===== src/rtl/tiny16_pkg.sv =====
// Shared definitions for the tiny16 issue/writeback slice: opcodes, flag bit
// positions, instruction field positions and the issue FSM state encoding.
package tiny16_pkg;

  localparam int DATA_W = 16;
  localparam int RA_W   = 3;

  // ALU opcodes; only the range OP_ADD..OP_SHR is executable.
  localparam logic [3:0] OP_ADD = 4'd3;
  localparam logic [3:0] OP_SUB = 4'd4;
  localparam logic [3:0] OP_MUL = 4'd5;
  localparam logic [3:0] OP_DIV = 4'd6;
  localparam logic [3:0] OP_AND = 4'd7;
  localparam logic [3:0] OP_OR  = 4'd8;
  localparam logic [3:0] OP_XOR = 4'd9;
  localparam logic [3:0] OP_SHL = 4'd10;
  localparam logic [3:0] OP_SHR = 4'd11;

  // Flag vector layout {O,C,N,Z}.
  localparam int FLG_O = 3;
  localparam int FLG_C = 2;
  localparam int FLG_N = 1;
  localparam int FLG_Z = 0;

  // Instruction fields: {op, rd, rs1, ar, imm_sel, imm4/rs2}.
  localparam int OP_MSB      = 15;
  localparam int OP_LSB      = 12;
  localparam int RD_MSB      = 11;
  localparam int RD_LSB      = 9;
  localparam int RS1_MSB     = 8;
  localparam int RS1_LSB     = 6;
  localparam int AR_BIT      = 5;
  localparam int IMM_SEL_BIT = 4;
  localparam int IMM_MSB     = 3;
  localparam int IMM_LSB     = 0;
  localparam int RS2_MSB     = 2;
  localparam int RS2_LSB     = 0;

  typedef enum logic [1:0] {
    ST_IDLE = 2'd0,
    ST_READ = 2'd1,
    ST_EXEC = 2'd2,
    ST_CAPT = 2'd3
  } state_t;

  // True for opcodes the ALU is allowed to see.
  function automatic logic is_alu_op(input logic [3:0] op);
    return (op >= OP_ADD) && (op <= OP_SHR);
  endfunction

endpackage


===== src/rtl/alu_issue_if.sv =====
// Bundle of the instruction handshake, ALU drive/return, writeback, status
// and debug signals of alu_issue. master = environment, slave = alu_issue.
interface alu_issue_if #(
  parameter int DATA_W = 16,
  parameter int RA_W   = 3
);
  logic              instr_valid;
  logic [15:0]       instr;
  logic              instr_ready;
  logic [3:0]        alu_opcode;
  logic              alu_ar_flag;
  logic [DATA_W-1:0] alu_src1;
  logic [DATA_W-1:0] alu_src2;
  logic              alu_out_en;
  logic [DATA_W-1:0] alu_result;
  logic [3:0]        alu_flags;
  logic              wb_valid;
  logic [RA_W-1:0]   wb_addr;
  logic [DATA_W-1:0] wb_data;
  logic [3:0]        flags_q;
  logic              err_illegal;
  logic              err_div0;
  logic [RA_W-1:0]   dbg_addr;
  logic [DATA_W-1:0] dbg_data;

  modport master (
    output instr_valid, instr, alu_result, alu_flags, dbg_addr,
    input  instr_ready, alu_opcode, alu_ar_flag, alu_src1, alu_src2, alu_out_en,
           wb_valid, wb_addr, wb_data, flags_q, err_illegal, err_div0, dbg_data
  );

  modport slave (
    input  instr_valid, instr, alu_result, alu_flags, dbg_addr,
    output instr_ready, alu_opcode, alu_ar_flag, alu_src1, alu_src2, alu_out_en,
           wb_valid, wb_addr, wb_data, flags_q, err_illegal, err_div0, dbg_data
  );
endinterface


===== src/rtl/regfile8x16.sv =====
// 8x16 register file: two async operand read ports, one async debug read
// port, one synchronous write port. r0 always reads zero and ignores writes.
module regfile8x16 #(
  parameter int DATA_W = 16,
  parameter int RA_W   = 3
) (
  input  logic              clk,
  input  logic              rst,
  input  logic [RA_W-1:0]   rd_addr1,
  output logic [DATA_W-1:0] rd_data1,
  input  logic [RA_W-1:0]   rd_addr2,
  output logic [DATA_W-1:0] rd_data2,
  input  logic [RA_W-1:0]   dbg_addr,
  output logic [DATA_W-1:0] dbg_data,
  input  logic              we,
  input  logic [RA_W-1:0]   wa,
  input  logic [DATA_W-1:0] wd
);
  localparam int NREG = 2 ** RA_W;

  logic [DATA_W-1:0] mem [NREG];

  // Register writes; r0 is never written so it stays at its reset value.
  // NOTE: every entry is asynchronously cleared, so this maps to flops rather than a RAM macro; that is deliberate for 8 entries.
  always_ff @(posedge clk or posedge rst) begin
    if (rst) begin
      for (int i = 0; i < NREG; i++) mem[i] <= '0;
    end else if (we && (wa != '0)) begin
      // NOTE: sequential state is updated with <= so every reader sees the pre-edge value.
      mem[wa] <= wd;
    end
  end

  assign rd_data1 = (rd_addr1 == '0) ? '0 : mem[rd_addr1];
  assign rd_data2 = (rd_addr2 == '0) ? '0 : mem[rd_addr2];
  assign dbg_data = (dbg_addr == '0) ? '0 : mem[dbg_addr];

endmodule


===== src/rtl/alu_issue.sv =====
// Issue/writeback stage in front of the tiny16 ALU. Accepts one instruction
// per 4 cycles, reads operands, drives the ALU for exactly one cycle, then
// writes the captured result and flags back. Divide-by-zero and non-ALU
// opcodes are trapped before the ALU is enabled.
// Optional feature: define ALU_ISSUE_IMM_EN to let imm_sel pick the
// zero-extended imm4 field as src2.
module alu_issue
  import tiny16_pkg::*;
#(
  parameter int DATA_W = 16,
  parameter int RA_W   = 3
) (
  input logic        clk,
  input logic        rst,
  alu_issue_if.slave bus
);

  state_t            state;
  logic [3:0]        op_q;
  logic [RA_W-1:0]   rd_q;
  logic [RA_W-1:0]   rs1_q;
  logic [RA_W-1:0]   rs2_q;
  logic              ar_q;
`ifdef ALU_ISSUE_IMM_EN
  logic              imm_sel_q;
  logic [3:0]        imm_q;
`endif

  logic [DATA_W-1:0] rd1;
  logic [DATA_W-1:0] rd2;
  logic [DATA_W-1:0] src2;
  logic              we;
  logic [RA_W-1:0]   wa;
  logic [DATA_W-1:0] wd;

  regfile8x16 #(.DATA_W(DATA_W), .RA_W(RA_W)) u_rf (
    .clk      (clk),
    .rst      (rst),
    .rd_addr1 (rs1_q),
    .rd_data1 (rd1),
    .rd_addr2 (rs2_q),
    .rd_data2 (rd2),
    .dbg_addr (bus.dbg_addr),
    .dbg_data (bus.dbg_data),
    .we       (we),
    .wa       (wa),
    .wd       (wd)
  );

`ifdef ALU_ISSUE_IMM_EN
  assign src2 = imm_sel_q ? DATA_W'(imm_q) : rd2;
`else
  assign src2 = rd2;
`endif

  assign bus.instr_ready = (state == ST_IDLE);

  // Register file write port: the divide-by-zero trap writes all-ones in
  // READ, a normal instruction writes the ALU result in CAPT.
  always_comb begin
    // NOTE: defaults first so no path leaves a signal unassigned and infers a latch.
    we = 1'b0;
    wa = rd_q;
    wd = bus.alu_result;
    if (state == ST_READ && op_q == OP_DIV && src2 == '0) begin
      we = 1'b1;
      wd = '1;
    end else if (state == ST_CAPT) begin
      we = 1'b1;
    end
  end

  // Issue FSM with registered ALU drive, writeback and error outputs.
  always_ff @(posedge clk or posedge rst) begin
    if (rst) begin
      state           <= ST_IDLE;
      op_q            <= '0;
      rd_q            <= '0;
      rs1_q           <= '0;
      rs2_q           <= '0;
      ar_q            <= 1'b0;
`ifdef ALU_ISSUE_IMM_EN
      imm_sel_q       <= 1'b0;
      imm_q           <= '0;
`endif
      bus.alu_opcode  <= '0;
      bus.alu_ar_flag <= 1'b0;
      bus.alu_src1    <= '0;
      bus.alu_src2    <= '0;
      bus.alu_out_en  <= 1'b0;
      bus.wb_valid    <= 1'b0;
      bus.wb_addr     <= '0;
      bus.wb_data     <= '0;
      bus.flags_q     <= '0;
      bus.err_illegal <= 1'b0;
      bus.err_div0    <= 1'b0;
    end else begin
      bus.wb_valid    <= 1'b0;
      bus.err_illegal <= 1'b0;
      bus.err_div0    <= 1'b0;
      case (state)
        ST_IDLE: begin
          if (bus.instr_valid) begin
            op_q      <= bus.instr[OP_MSB:OP_LSB];
            rd_q      <= bus.instr[RD_MSB:RD_LSB];
            rs1_q     <= bus.instr[RS1_MSB:RS1_LSB];
            rs2_q     <= bus.instr[RS2_MSB:RS2_LSB];
            ar_q      <= bus.instr[AR_BIT];
`ifdef ALU_ISSUE_IMM_EN
            imm_sel_q <= bus.instr[IMM_SEL_BIT];
            imm_q     <= bus.instr[IMM_MSB:IMM_LSB];
`endif
            state     <= ST_READ;
          end
        end
        ST_READ: begin
          if (!is_alu_op(op_q)) begin
            bus.err_illegal <= 1'b1;
            state           <= ST_IDLE;
          end else if (op_q == OP_DIV && src2 == '0) begin
            bus.wb_valid <= 1'b1;
            bus.wb_addr  <= rd_q;
            bus.wb_data  <= '1;
            bus.err_div0 <= 1'b1;
            state        <= ST_IDLE;
          end else begin
            bus.alu_opcode  <= op_q;
            bus.alu_ar_flag <= ar_q;
            bus.alu_src1    <= rd1;
            bus.alu_src2    <= src2;
            bus.alu_out_en  <= 1'b1;
            state           <= ST_EXEC;
          end
        end
        ST_EXEC: begin
          bus.alu_out_en <= 1'b0;
          state          <= ST_CAPT;
        end
        ST_CAPT: begin
          bus.wb_valid <= 1'b1;
          bus.wb_addr  <= rd_q;
          bus.wb_data  <= bus.alu_result;
          bus.flags_q  <= bus.alu_flags;
          state        <= ST_IDLE;
        end
        default: state <= ST_IDLE;
      endcase
    end
  end

endmodule


===== src/flat_wrapper.sv =====
// flat-port wrapper written by rule: the top's interface ports become plain ports
module alu_issue_flat import tiny16_pkg::*;
#(
  parameter int DATA_W = 16,
  parameter int RA_W   = 3
)
  (clk, rst, bus_instr_valid, bus_instr, bus_alu_result, bus_alu_flags, bus_dbg_addr, bus_instr_ready, bus_alu_opcode, bus_alu_ar_flag, bus_alu_src1, bus_alu_src2, bus_alu_out_en, bus_wb_valid, bus_wb_addr, bus_wb_data, bus_flags_q, bus_err_illegal, bus_err_div0, bus_dbg_data);
  alu_issue_if #(.DATA_W(DATA_W), .RA_W(RA_W)) bus_i ();
  input logic clk;
  input logic rst;
  input wire logic [$bits(bus_i.instr_valid)-1:0] bus_instr_valid;
  input wire logic [$bits(bus_i.instr)-1:0] bus_instr;
  input wire logic [$bits(bus_i.alu_result)-1:0] bus_alu_result;
  input wire logic [$bits(bus_i.alu_flags)-1:0] bus_alu_flags;
  input wire logic [$bits(bus_i.dbg_addr)-1:0] bus_dbg_addr;
  output wire logic [$bits(bus_i.instr_ready)-1:0] bus_instr_ready;
  output wire logic [$bits(bus_i.alu_opcode)-1:0] bus_alu_opcode;
  output wire logic [$bits(bus_i.alu_ar_flag)-1:0] bus_alu_ar_flag;
  output wire logic [$bits(bus_i.alu_src1)-1:0] bus_alu_src1;
  output wire logic [$bits(bus_i.alu_src2)-1:0] bus_alu_src2;
  output wire logic [$bits(bus_i.alu_out_en)-1:0] bus_alu_out_en;
  output wire logic [$bits(bus_i.wb_valid)-1:0] bus_wb_valid;
  output wire logic [$bits(bus_i.wb_addr)-1:0] bus_wb_addr;
  output wire logic [$bits(bus_i.wb_data)-1:0] bus_wb_data;
  output wire logic [$bits(bus_i.flags_q)-1:0] bus_flags_q;
  output wire logic [$bits(bus_i.err_illegal)-1:0] bus_err_illegal;
  output wire logic [$bits(bus_i.err_div0)-1:0] bus_err_div0;
  output wire logic [$bits(bus_i.dbg_data)-1:0] bus_dbg_data;
  assign bus_i.instr_valid = bus_instr_valid;
  assign bus_i.instr = bus_instr;
  assign bus_i.alu_result = bus_alu_result;
  assign bus_i.alu_flags = bus_alu_flags;
  assign bus_i.dbg_addr = bus_dbg_addr;
  assign bus_instr_ready = bus_i.instr_ready;
  assign bus_alu_opcode = bus_i.alu_opcode;
  assign bus_alu_ar_flag = bus_i.alu_ar_flag;
  assign bus_alu_src1 = bus_i.alu_src1;
  assign bus_alu_src2 = bus_i.alu_src2;
  assign bus_alu_out_en = bus_i.alu_out_en;
  assign bus_wb_valid = bus_i.wb_valid;
  assign bus_wb_addr = bus_i.wb_addr;
  assign bus_wb_data = bus_i.wb_data;
  assign bus_flags_q = bus_i.flags_q;
  assign bus_err_illegal = bus_i.err_illegal;
  assign bus_err_div0 = bus_i.err_div0;
  assign bus_dbg_data = bus_i.dbg_data;
  alu_issue #(.DATA_W(DATA_W), .RA_W(RA_W)) u_core (.clk(clk), .rst(rst), .bus(bus_i));
endmodule

===== config.mk =====
export PLATFORM = sky130hd
export DESIGN_NAME = alu_issue_flat
export DESIGN_NICKNAME = d
export VERILOG_FILES = /design/src/rtl/tiny16_pkg.sv /design/src/rtl/alu_issue_if.sv /design/src/rtl/regfile8x16.sv /design/src/rtl/alu_issue.sv /design/src/flat_wrapper.sv
export SDC_FILE = /design/constraint.sdc
export NUM_CORES = 1
export LEC_CHECK = 0
export ABC_AREA = 1
export ABC_CLOCK_PERIOD_IN_PS = 12300
export CORE_UTILIZATION = 35
export DETAILED_ROUTE_END_ITERATION = 6
export GPL_TIMING_DRIVEN = 1
export PLACE_DENSITY_LB_ADDON = 0.25
export SYNTH_ARGS = -nofsm -noshare
export SYNTH_HDL_FRONTEND = slang
export SYNTH_HIERARCHICAL = 1
export SYNTH_SLANG_ARGS = --single-unit
export TNS_END_PERCENT = 1

===== constraint.sdc =====
create_clock -name clk -period 12.3 [get_ports clk]
set_clock_uncertainty 0.15 [all_clocks]
set_input_delay 2.46 -clock clk [delete_from_list [all_inputs] [get_ports clk]]
set_output_delay 2.46 -clock clk [all_outputs]
set_load 0.03 [all_outputs]

==> results of run 1 <==
==> cells by family (layout without fill, tap and decap cells) <==
logic type | count (synthesis) | after routing | synth area share [%]
DFF | 208 | 208 | 42.0
and+or+nand+nor | 1093 | 1093 | 36.9
adders and majority gates | 4 | 4 | 0.404
buffers and inverters | 321 | 367 | 11.6
AOI/OAI and AO/OA | 171 | 171 | 8.01
muxes | 12 | 12 | 1.09
==> metrics by stage <==
step / total power, uW / setup slack (ns) / cells / cell area (sq um) / util, %
3_5_place_dp: 3480 / 3.78 / 2270 / 13600 / 39.2
3_3_place_gp: 3440 / 3.77 / 2270 / 13600 / 39.2
2_1_floorplan: 2780 / 6.24 / 1809 / 12400 / -
4_1_cts: 4230 / 3.76 / 2310 / 14400 / 41.5
6_report: 4220 / 3.75 / 2310 / 14400 / 41.5
5_1_grt: 4560 / 3.70 / 2310 / 14400 / 41.5
==> cell usage in the layout, fill, tap and decap left out, drive strengths merged, types with 2 or more instances in the layout <==
cell type,Yosys,layout
a21oi,4,4
buf,105,24
bufinv,0,2
clkbuf,32,34
clkdlybuf4s50,0,119
clkinv,0,5
dfrtp,208,208
ha,4,4
inv,184,183
mux2,12,12
nand2,760,760
nand3,201,201
nand4,38,38
nor2,92,92
o211ai,52,52
o21ai,114,114
==> layout make-up <==
| class | instances | area share, % |
|---|---|---|
| Inverter | 184 | 4.82 |
| Clock buffer | 34 | 4.99 |
| Timing Repair Buffer | 143 | 9.50 |
| Tap cell | 455 | 3.95 |
| Sequential cell | 208 | 36.2 |
| Multi-Input combinational cell | 1280 | 39.9 |
| Clock inverter | 6 | 0.634 |
==> registers in the layout, summed over array words and instances (netlist names), named ones only <==
name,count
u_core/bus.wb_data,16
u_core/bus.err_div0,1
u_core/rs2_q,3
u_core/bus.alu_src1,16
u_core/state,1
u_core/bus.alu_ar_flag,1
u_core/bus.wb_addr,3
u_core/op_q,4
u_core/ar_q,1
u_core/bus.err_illegal,1
u_core/bus.alu_out_en,1
u_core/bus.alu_src2,16
u_core/rd_q,3
u_core/bus.flags_q,4
u_core/rs1_q,3
u_core/bus.wb_valid,1
u_core/u_rf/mem,128
u_core/bus.alu_opcode,4
==> worst max-delay path: stages <==
cell,delay (ns)
clkdlybuf4s50_1,0.46
buf_4,0.46
inv_2,0.51
nand2_1,0.84
nand2_1,0.11
nor2_1,0.32
clkdlybuf4s50_1,0.76
==> power groups by stage <==
stage / clock network [uW] / logic, uW / registers (uW)
3_3_place_gp: 0 / 2250 / 1190
3_5_place_dp: 0 / 2270 / 1200
4_1_cts: 750 / 2290 / 1190
5_1_grt: 781 / 2540 / 1230
2_1_floorplan: 0 / 1450 / 1340
6_report: 732 / 2300 / 1190
==> path summary, 6_finish.rpt <==
check / cells past startpoint / from / to / slack (ns)
max: 7 / bus_dbg_addr[1] / bus_dbg_data[1] / 3.75
min: 0 / u_core/u_rf/mem[115] / u_core/u_rf/mem[115] / 0.23
max reg2reg: 18 / u_core/rs2_q[0] / u_core/u_rf/mem[109] / 7.21
min reg2reg: 0 / u_core/u_rf/mem[115] / u_core/u_rf/mem[115] / 0.23
max in group asynchronous: 3 / rst / u_core/u_rf/mem[120] / 8.27
min in group asynchronous: 2 / rst / u_core/rs1_q[1] / 2.18
==> per-layer routing <==
layer  vias to the layer above  global-route usage [%]  wire length (um)
met3                        67                    2.29              2930
met5                         -                       0                 0
met4                         0                    8.18              1250
li1                       5740                       -                 -
met2                       466                    38.4             19600
met1                      5470                    29.5             16900
==> results by group, run 1 <==
Setup path
  • Endpoint type of the worst setup path: output pin
  • Worst Setup Start Kind: primary input
  • CP Class: in2out
  • Critical Path Fanout Max: 33
  • Req. time, crit path: 9.69 ns
  • Worst Path Arrival: approximately 5.9 ns

GRT
  • Largest net degree at the start of global routing: 94
  • First-pass GRT wire length: 63,200 um
  • Number of global-route vias before repair: 11.0k
  • GRT Util Overall: 22.5%
  • Initial antenna violation count: 0
  • Grt ovf: 0

Timing
  • Final setup fails: 0
  • Max Fclk: approximately 120 MHz
  • Final Max Tran Viols: 0
  • Minimum clock period: approximately 8.6 ns
  • Final hold vios: 0
  • Fin Hold WS: 0.227 ns
  • Slew HR: 22.4%
  • Final Cycle Share: 69.5%
  • Setup tns final: 0 ns
  • Least-Margin Pin Slew: between 1 and 1.5 ns
  • RSZ-0062 raised after global routing: false

Pwr
  • Sequential power share: 28.2%
  • Psw: just over 2000 uW
  • Comb pwr share: 54.5%
  • PwrDens: between 200 and 300 nW/um^2
  • Maximum vdd drop: approximately 120 uV
  • Pint: 2180 uW
  • Lkg Pwr: 0.00757 uW
  • Clock share of power: around 17%
  • Net Sw Frac: around 48%

Place
  • Hpwl dp: around 25,000 um
  • Port-buffer cells: 120
  • RD Place Congestion: 0.846

Routing
  • DRT iter0 DRCs: between 1k and 1.5k
  • Total number of vias: about 12k
  • Antenna Nets Post-Route: 0
  • DR vias/cell: between 5 and 6
  • First-pass DRT Iterations: 6
  • DRC viols: 0
  • Final WL: about 40,000 um
  • Drt wl/cell: between 15 and 20 um

Logic synthesis
  • Synth cell count leaders: 758 x nand2_1, 208 x dfrtp_1, 188 x nand3_1, 172 x inv_1, 103 x o21ai_0
  • EDFF count, synth: 0
  • Sequential fraction of the synthesis area: between 40% and 50%
  • FF+latch count, synth: between 200 and 250
  • Mapped Area: between 10,000 and 15,000 sq um
  • Post-synth ARST share: 100%
  • Post-synth top area share: roughly two fifths
  • Post-Syn Area per Cell: a little under 7 sq um
  • Top-count cell post-synth: nand2_1
  • Synth area leader: dfrtp_1
  • Synth area leaders: dfrtp_1 42%, nand2_1 23%, nand3_1 7.6%, inv_1 5.2%, o21ai_0 4.2%
  • Cells after Synth: ~1.8k
  • Post-synth top flop: dfrtp_1
  • Yosys warning count: 6
  • Syn_nets: between 1.5k and 2k
  • Distinct cells, synth: 30

Layout
  • # diodes: 0
  • Final #Nets: 1,887
  • Area of the multi-input gates: 5750 sq um
  • Fillers: about 3.7k
  • Layout cell share with drive strength beyond 1: about 6.0%
  • Register Area: about 5200 sq um
  • Area Overhead vs Synth: 16.2%

Floorplan
  • Die Height: ~190 um
  • FP Rows: 68
  • Die X-Extent: 190 um
  • Ports: ~120
  • Initial Util: between 30% and 40%
  • Die area: 36,200 sq um
  • Core area: around 35,000 sq um

Clock tree
  • Post-CTS setup repair buffer count: 0
  • Total CTS buffers: 24
  • Htree depth: 1
  • CTS root buf: clkbuf_16
  • Clk slew on worst S/H paths: roughly 0.060 ns
  • CTS tree: built
  • Max clock buf depth: 3
  • CTS Sinks: about 210
  • Hold Buf Count CTS: 0
  • Worst-skew pair later-pin latency: ~0.54 ns
  • CTS resizes: 0

Flow run
  • Max-cap violations: 0

Worst hold path
  • Tightest Hold Check Type: reg2reg

Outcome
  • Outcome: completed
Power figures use the tool's default switching activity.
==> run 2, diff against run 1 <==
ABC_CLOCK_PERIOD_IN_PS = 7420   (was 12300)
clock period = 7.42 ns   (was 12.3 ns; I/O delays follow)
==> run 2 against run 1 <==
Setup slack worse by 1.9 ns. Total power up 67%. First-iteration DRC count down 0.18%. Sequential cell count unchanged. Non-clock buffer count up 2. Via count up 0.43%. Clock power up 75%. Wire length up 0.65%. Register-to-register slack worse by 4.8 ns. Die area unchanged. Combinational power up 66%. Core utilization up 0.18 points. Largest cell class unchanged.
==> results by group, run 2 (same netlist as run 1, synthesis figures left out) <==
GRT
  • Largest net degree at the start of global routing: 86 (was 94)
  • Initial antenna violation count: 1 (was 0)
  • First-pass GRT wire length: 63,400 um (was 63,200 um)
  • Number of global-route vias before repair: 11.1k (was 11.0k)
  • GRT Util Overall: 22.6% (was 22.5%)
  • Grt ovf: 0 (unchanged)

Timing
  • Setup tns final: 0 ns (unchanged)
  • Max Fclk: roughly 180 MHz
  • Minimum clock period: between 5 and 6 ns
  • Final hold vios: 0 (unchanged)
  • Final Cycle Share: between 70 and 80%
  • Slew HR: 24.7% (was 22.4%)
  • Final Max Tran Viols: 0 (unchanged)
  • Final setup fails: 0 (unchanged)
  • Least-Margin Pin Slew: 1.13 ns (was 1.16 ns)
  • RSZ-0062 raised after global routing: false (unchanged)

Clock tree
  • Worst-skew pair later-pin latency: 0.54 ns (about the same)
  • Clk slew on worst S/H paths: 0.06 ns (about the same)
  • Hold Buf Count CTS: 0 (unchanged)
  • CTS resizes: 0 (unchanged)
  • CTS tree: built (unchanged)
  • Total CTS buffers: 24 (unchanged)
  • CTS root buf: clkbuf_16 (unchanged)
  • Htree depth: 1 (unchanged)
  • CTS Sinks: 208 (unchanged)
  • Max clock buf depth: 3 (unchanged)
  • Post-CTS setup repair buffer count: 0 (unchanged)

Floorplan
  • Die area: 36,200 sq um (unchanged)
  • FP Rows: 68 (unchanged)
  • Die X-Extent: 190 um (unchanged)
  • Ports: 123 (unchanged)
  • Die Height: 190 um (unchanged)
  • Core area: 34,700 sq um (unchanged)
  • Initial Util: 35.7% (unchanged)

Place
  • Dpl cell area: 13,600 sq um (about the same)
  • Port-buffer cells: 120 (unchanged)
  • RD Place Congestion: 0.839 (was 0.846)
  • Hpwl dp: 25,100 um (was 25,000 um)

Layout
  • Final #Nets: 1,889 (was 1,887)
  • Area of the multi-input gates: 5760 sq um (was 5750 sq um)
  • Most frequent cells in the layout: 758 x nand2_1, 205 x dfrtp_1, 187 x nand3_1 (was 758 x nand2_1, 205 x dfrtp_1, 188 x nand3_1)
  • Fillers: 3,621 (was 3,663)
  • Area Overhead vs Synth: 16.7% (was 16.2%)
  • Largest register by flop count: u_core/u_rf/mem (unchanged)
  • # diodes: 0 (unchanged)
  • Register Area: 5210 sq um (unchanged)
  • Commonest non-fill, non-tap cell in the layout: nand2_1 (unchanged)
  • Max reg flops: 128 (unchanged)
  • Layout cell share with drive strength beyond 1: 6.29% (was 6.04%)
  • Final instance area: 14,500 sq um (was 14,400 sq um)

Setup path
  • Worst Setup Start Kind: primary input (unchanged)
  • Crit path cell chain: buf_2 > buf_4 > inv_2 > buf_4 > nand2_1 > nand3_1 > nand3_1 > nand2_1 > nor2_1 > clkdlybuf4s50_1 (was clkdlybuf4s50_1 > buf_4 > inv_2 > nand2_1 > nand2_1 > nor2_1 > clkdlybuf4s50_1)
  • Worst Path Arrival: 3.97 ns (was 5.94 ns)
  • Req. time, crit path: 5.79 ns (was 9.69 ns)
  • Reg2Reg Depth: 14 (was 18)
  • Reg2reg start: u_core/rs2_q[1] (was u_core/rs2_q[0])
  • FF-to-FF End: u_core/u_rf/mem[104] (was u_core/u_rf/mem[109])
  • Endpoint type of the worst setup path: output pin (unchanged)
  • Critical Path Fanout Max: 64 (was 33)
  • CP Class: in2out (unchanged)
  • Worst path slowest cell: clkdlybuf4s50_1 (was nand2_1)
  • Critical Path Max Stage Delay: 0.77 ns (was 0.84 ns)
  • Destination of the critical timing path: bus_dbg_data[1] (unchanged)
  • CP Launch Point: bus_dbg_addr[0] (was bus_dbg_addr[1])
  • R2R Setup Slk: 2.42 ns (was 7.21 ns)

Routing
  • DR vias/cell: 5.09 (was 5.08)
  • First-pass DRT Iterations: 6 (unchanged)
  • Drt wl/cell: 17.7 um (was 17.6 um)
  • Final WL: 40,900 um (was 40,600 um)
  • DRT iter0 DRCs: 1,093 (was 1,095)
  • Antenna Nets Post-Route: 0 (unchanged)
  • Total number of vias: 11.8k (was 11.7k)
  • DRC viols: 0 (unchanged)

Pwr
  • Maximum vdd drop: 224 uV (was 122 uV)
  • Lkg Pwr: 0.00759 uW (was 0.00757 uW)
  • PwrDens: 489 nW/um^2 (was 293 nW/um^2)

Flow run
  • Max-cap violations: 0 (unchanged)

Outcome
  • Outcome: completed (unchanged)

Worst hold path
  • Tightest Hold Check Type: reg2reg (unchanged)
==> run 2: report_power, final <==
part | total [uW] | switching, uW | internal (uW)
combinational | 3820 | 2590 | 1240
clock | 1280 | 505 | 776
sequential | 1960 | 317 | 1650
total | 7070 | 3410 | 3660
==> run 2: area by class of cell <==
cell class | count | area share, %
clock buffers | 32 | 4.64
clock inverters | 12 | 1.25
well taps | 455 | 3.94
flip-flops and latches | 208 | 36.0
multi-input cells | 1280 | 39.8
repair buffers | 145 | 9.57
inverters | 184 | 4.80
==> run 2: how the worst min path moves through the flow <==
stage,from,end,slack (ns),depth (start not counted)
floorplan,u_core/u_rf/mem[114],u_core/u_rf/mem[114],0.28,1
global placement,u_core/u_rf/mem[124],u_core/u_rf/mem[124],0.22,0
detailed placement,u_core/u_rf/mem[124],u_core/u_rf/mem[124],0.22,0
CTS,u_core/u_rf/mem[115],u_core/u_rf/mem[115],0.23,0
global route,u_core/u_rf/mem[124],u_core/u_rf/mem[124],0.24,0
finish,u_core/u_rf/mem[115],u_core/u_rf/mem[115],0.23,0
==> run 2: critical path: cells and delay by family <==
family / cells / cell delay [ns]
AND/OR/NAND/NOR: 5 / 0.75
buffers and inverters: 5 / 1.70
==> run 2: metal layers <==
metal / GRT usage (%) / part of all wire, %
met5: 0 / 0.042
met3: 3.10 / 6.8
met4: 8.12 / 3.4
met1: 28.9 / 42
met2: 38.9 / 48
==> run 2: stage by stage <==
stage	power [uW]	utilization, %	setup WS (ns)	cells	hold slack (ns)
after CTS	7070	41.7	1.81	2316	0.231
after global placement	5710	39.2	1.83	2272	0.216
after global routing	7630	41.7	1.72	2316	0.237
after detailed placement	5770	39.2	1.83	2272	0.218
final	7070	41.7	1.82	2316	0.228
after floorplan	4610	-	2.37	1809	0.279
